[config.mk]
export PLATFORM = sky130hd
export DESIGN_NAME = chunked_seq_adder
export DESIGN_NICKNAME = d
export VERILOG_FILES = /design/src/rtl/adder_pkg.sv /design/src/rtl/adder_chunk.sv /design/src/rtl/chunked_seq_adder.sv
export SDC_FILE = /design/constraint.sdc
export NUM_CORES = 1
export LEC_CHECK = 0
export CORE_ASPECT_RATIO = 1.5
export CORE_MARGIN = 2
export CORE_UTILIZATION = 35
export DETAILED_ROUTE_END_ITERATION = 12
export SETUP_SLACK_MARGIN = 0.5
export SYNTH_ARGS = -nofsm -noshare
export SYNTH_HDL_FRONTEND = slang
export SYNTH_SLANG_ARGS = --single-unit
[constraint.sdc]
create_clock -name clk -period 6.6 [get_ports clk]
set_input_delay 1.65 -clock clk [delete_from_list [all_inputs] [get_ports clk]]
set_output_delay 1.65 -clock clk [all_outputs]
set_load 0.02 [all_outputs]
[src/rtl/adder_pkg.sv]
// Shared types and parameter checks for the chunked sequential adder.
// The FSM state type is exported so benches can observe progress directly.
package adder_pkg;

   typedef enum logic [1:0] {
      IDLE = 2'd0,
      RUN  = 2'd1,
      DONE = 2'd2
   } state_t;

   // A legal build splits WIDTH into a whole number of CHUNK-bit slices.
   function automatic bit chunk_legal(input int width, input int chunk);
      return (chunk >= 1) && (chunk <= width) && ((width % chunk) == 0);
   endfunction

endpackage

[src/rtl/adder_chunk.sv]
// CHUNK-bit ripple-carry slice built from full-adder cells.
// c_msb is the carry into the top cell, used for signed-overflow detection.
module adder_chunk #(
   parameter int CHUNK = 4
) (
   input  logic [CHUNK-1:0] a,
   input  logic [CHUNK-1:0] b,
   input  logic             ci,
   output logic [CHUNK-1:0] s,
   output logic             co,
   output logic             c_msb
);

   logic c;

   always_comb begin
      c     = ci;
      s     = '0;
      c_msb = ci;
      for (int i = 0; i < CHUNK; i++) begin
         if (i == CHUNK - 1) c_msb = c;
         s[i] = a[i] ^ b[i] ^ c;
         c    = (a[i] & b[i]) | (c & (a[i] ^ b[i]));
      end
      co = c;
   end

endmodule

[src/rtl/chunked_seq_adder.sv]
// Multi-cycle adder/subtractor: one CHUNK-bit slice per clock, LSB first,
// with valid/ready handshakes on operands and results.
module chunked_seq_adder
   import adder_pkg::*;
#(
   parameter int WIDTH = 16,
   parameter int CHUNK = 4
) (
   input  logic             clk,
   input  logic             rst_n,
   input  logic             in_valid,
   output logic             in_ready,
   input  logic [WIDTH-1:0] a,
   input  logic [WIDTH-1:0] b,
   input  logic             cin,
   input  logic             sub,
   output logic             out_valid,
   input  logic             out_ready,
   output logic [WIDTH-1:0] sum,
   output logic             cout,
   output logic             ovf,
   output logic             busy,
   output state_t           fsm_state
);

   // Handshake rule (both sides): a transfer happens on a rising edge where
   // valid and ready are both high; a valid side holds its data until then.
   localparam int NCHUNK = WIDTH / CHUNK;
   localparam int CW = $clog2(NCHUNK + 1);
   localparam logic [CW-1:0] LAST = CW'(NCHUNK - 1);
   localparam bit LEGAL = chunk_legal(WIDTH, CHUNK);

   state_t state, state_next;
   logic [CW-1:0]    cnt;
   logic [WIDTH-1:0] a_sh, b_sh, sum_next;
   logic             carry, accept, last;
   logic [CHUNK-1:0] chunk_s;
   logic             chunk_co, chunk_cmsb;

   assign accept    = in_valid && in_ready;
   assign last      = (cnt == LAST);
   assign in_ready  = (state == IDLE) && LEGAL;
   assign out_valid = (state == DONE);
   assign busy      = (state != IDLE);
   assign fsm_state = state;

   // Each new slice enters at the top; after NCHUNK slices the LSB slice sits at bit 0.
   assign sum_next = (sum >> CHUNK) | (WIDTH'(chunk_s) << (WIDTH - CHUNK));

   adder_chunk #(.CHUNK(CHUNK)) u_chunk (
      .a     (a_sh[CHUNK-1:0]),
      .b     (b_sh[CHUNK-1:0]),
      .ci    (carry),
      .s     (chunk_s),
      .co    (chunk_co),
      .c_msb (chunk_cmsb)
   );

   always_comb begin
      state_next = state;
      case (state)
         IDLE:    if (accept) state_next = RUN;
         RUN:     if (last) state_next = DONE;
         DONE:    if (out_ready) state_next = IDLE;
         default: state_next = IDLE;
      endcase
   end

   always_ff @(posedge clk or negedge rst_n) begin
      if (!rst_n) state <= IDLE;
      else        state <= state_next;
   end

   always_ff @(posedge clk or negedge rst_n) begin
      if (!rst_n) begin
         cnt   <= '0;
         a_sh  <= '0;
         b_sh  <= '0;
         carry <= 1'b0;
         sum   <= '0;
         cout  <= 1'b0;
         ovf   <= 1'b0;
      end else begin
         case (state)
            IDLE: if (accept) begin
               // Subtraction is a + ~b + ~borrow_in, so invert B and the carry once here.
               a_sh  <= a;
               b_sh  <= b ^ {WIDTH{sub}};
               carry <= cin ^ sub;
               cnt   <= '0;
            end
            RUN: begin
               sum   <= sum_next;
               a_sh  <= a_sh >> CHUNK;
               b_sh  <= b_sh >> CHUNK;
               carry <= chunk_co;
               if (last) begin
                  cout <= chunk_co;
                  ovf  <= chunk_co ^ chunk_cmsb;
               end else begin
                  cnt <= cnt + 1'b1;
               end
            end
            default: ;
         endcase
      end
   end

endmodule

==> flow_summary.ini <==
[timing]
rsz0062_at_grt = no
fin_skew_ns = 0.00557
finalCritPeriodShare_pct = 55.4
min_period_ns = 3.65
slew_headroom_pct = 21.3
setup_tns_ns = 0
hold_viol_final = 0
worst_pin_slew_ns = 1.18
finalWorstSetupSlack_ns = 2.95
clock.fmax_ghz = 0.274
setup_viol = 0
drv_slew = 0

[synthesis]
ys_ff_latch = 56
ys_seq_area_share_pct = 52.7
synth_cells = 266
netlist_area_sq_um = 2660
synth_area_per_cell_sq_um = 10.0
ys_types = 29
ys_warn_count = 0
syn-num-nets = 310

[clocking]
htreeDepth = 2
holdBufCountCts = 0
cts-resized-gates = 0
cts_inserted_buffers = 5
cts_setup_buffers = 0
clockRootBuffer = clkbuf_8
clockBufferDepth = 2
clk_pin_slew_ns = 0.10
cts_tree = yes
clock_sinks = 56
clk_latency_ns = 0.31

[global_routing]
first_global_vias = 1896
grt_pass1_wl_mm = 9.19
globalRouteOverflowTotal = 0
grt_max_degree = 57
antenna_found_initial = 0
track_usage_pct = 14.3

[power_and_ir_drop]
p_sw_uw = 597
p_clk_share_pct = 14.9
total_power_mw = 1.51
power_density_nw_per_um2 = 443
comb_power_share_pct = 44.9
max-vdd-ir-drop_v = 0.000150
cellLeakagePower_nw = 1.50
p_int_uw = 914
switching_share_pct = 39.5
seq_power_share_pct = 40.2

[routing]
drt_iter0_drc = 111
drt-total-wl_mm = 5.68
viasPerCell = 4.87
drc_errors = 0
drt_first_pass_iters = 4
num_vias = 2029
wl_per_cell_um = 13.6
postRouteAntennaNets = 0

[critical_path]
reg2reg_depth = 3
r2r_end = cnt[0]$_DFFE_PN0P_
rrSetupSlack_ns = 4.25
critPathRequiredTime_ns = 4.95
critPathCaptureType = primary output
reg2reg_from = fsm_state[1]$_DFFE_PN0P_
arrival_ns = 2.00
worst_setup_path_start_kind = flop
crit_fanout = 21
crit_type = reg -> out

[placed_design]
gp_congestion = 0.726
portBuffers = 60
dp_hpwl_mm = 3.92
dp_worst_setup_slack_ns = 2.96
placed_area_sq_um = 3300

[floorplanning]
coreArea_sq_um = 7320
die_height_um = 111
die_area_sq_um = 8330
initial_core_util_pct = 36.3
rows = 38
io_pins = 61
die_x_um = 75.2

[worst_hold_path]
holdCritPathClass = reg -> reg
min_delay_worst_endpoint = sum[1]$_DFFE_PN0P_
min_from = sum[1]$_DFFE_PN0P_
hold_depth = 2

[cells_and_area]
area_growth_pct = 28.2
finalNetCount = 360
diodes = 0
fin_area_sq_um = 3410
post-route-util_pct = 46.6
drive_gt1_share_pct = 4.73

[job]
max_cap_viol_count = 0

[outcome]
status = finished clean
==> stage by stage <==
step / instances / hold WS (ns)
floorplan: 266 / 0.469
global placement: 409 / 0.458
detailed placement: 409 / 0.466
CTS: 417 / 0.491
global route: 417 / 0.519
finish: 417 / 0.484
==> Yosys cell counts, drive strengths merged <==
| cell | count | area share, % |
|---|---|---|
| a21oi | 10 | 1.9 |
| buf | 11 | 2.5 |
| or2 | 1 | 0.24 |
| nor2b | 12 | 2.8 |
| nand2b | 2 | 0.47 |
| fa | 4 | 3.0 |
| o221ai | 1 | 0.33 |
| o21ai | 25 | 4.7 |
| a22o | 1 | 0.33 |
| xnor2 | 17 | 5.6 |
| o21bai | 1 | 0.28 |
| mux2 | 1 | 0.56 |
| nand3 | 8 | 1.5 |
| or3b | 1 | 0.42 |
| ha | 2 | 0.94 |
| o32ai | 1 | 0.33 |
| nand2 | 47 | 6.6 |
| a221o | 12 | 4.5 |
| a22oi | 12 | 3.4 |
| dfrtp | 56 | 53 |
| xor2 | 1 | 0.33 |
| clkbuf | 8 | 1.1 |
| inv | 15 | 2.1 |
| nor2 | 13 | 1.8 |
| a2bb2oi | 2 | 0.66 |
| o21a | 1 | 0.56 |
| nand3b | 1 | 0.28 |
==> state kept, by name (all words and copies together) (netlist names) <==
register,count
b_sh,16
cnt,3
sum,16
cout,1
carry,1
a_sh,16
fsm_state,2
ovf,1
==> worst max-delay path, stage by stage, from the launching register on <==
cell	delay (ns)
dfrtp_1	0.64
or2_2	0.41
inv_1	0.05
clkdlybuf4s50_1	0.59
==> power by group through the flow <==
stage	clock network, mW	logic, mW	registers (mW)
final	0.224	0.679	0.607
after global placement	0	0.672	0.612
after floorplan	0	0.427	0.633
after global routing	0.242	0.767	0.629
after detailed placement	0	0.688	0.618
after CTS	0.230	0.692	0.610
==> routing by layer <==
layer | part of all wire (%) | vias up | GRT usage (%) | routed length [um]
met3 | 3.8 | 8 | 2.45 | 216
met4 | 1.9 | 0 | 5.61 | 106
met1 | 44 | 976 | 18.7 | 2520
met5 | 0 | - | 0 | 0
li1 | - | 991 | - | -
met2 | 50 | 54 | 22.9 | 2840
==> placed cells by master, fill, tap and decap left out <==
cell              n
nand3b_1          1
clkbuf_8          5
clkinv_2          1
a221o_1          12
or3b_4            1
nor2b_1          11
inv_1            15
a22o_1            1
nand3_1           8
o32ai_1           1
o21bai_1          1
nor2_1           13
a22oi_1          12
buf_2             1
nor2b_2           1
xor2_1            1
ha_1              2
clkbuf_1          1
o21a_4            1
o221ai_1          1
or2_2             1
clkdlybuf4s50_1  59
a21oi_1          10
o21ai_0          25
bufinv_16         1
fa_1              4
nand2_1          47
mux2_4            1
nand2b_1          2
buf_4             2
a2bb2oi_1         2
xnor2_1          17
dfrtp_1          56
==> how the worst max path moves through the flow <==
| stage | to | slack (ns) | cells after the start | startpoint |
|---|---|---|---|---|
| global placement | cnt[0]$_DFFE_PN0P_ | 3.02 | 4 | in_valid |
| global route | in_ready | 2.85 | 3 | fsm_state[1]$_DFFE_PN0P_ |
| detailed placement | a_sh[2]$_DFFE_PN0P_ | 2.96 | 4 | in_valid |
| finish | in_ready | 2.95 | 3 | fsm_state[1]$_DFFE_PN0P_ |
| floorplan | in_ready | 3.81 | 3 | fsm_state[1]$_DFFE_PN0P_ |
| CTS | in_ready | 2.92 | 3 | fsm_state[1]$_DFFE_PN0P_ |
==> area by class of cell <==
| type | count | area (sq um) |
|---|---|---|
| clock buffer | 6 | 72.6 |
| clock inverter | 2 | 35.0 |
| multi-input combinational | 176 | 1110 |
| timing repair buffer | 62 | 611 |
| inverter | 15 | 56.3 |
| fill | 760 | 3910 |
| tap | 100 | 125 |
| sequential | 56 | 1400 |
==> cell families (layout without fill, tap and decap cells) <==
family / count (synthesis) / in the layout / synth area share [%]
xor+xnor: 18 / 18 / 5.92
fa+ha+maj: 6 / 6 / 3.95
mux: 1 / 1 / 0.564
flops: 56 / 56 / 52.7
buf+inv: 34 / 85 / 5.74
simple gates: 85 / 85 / 14.2
compound gates: 66 / 66 / 17.0
Power figures use the tool's default switching activity.
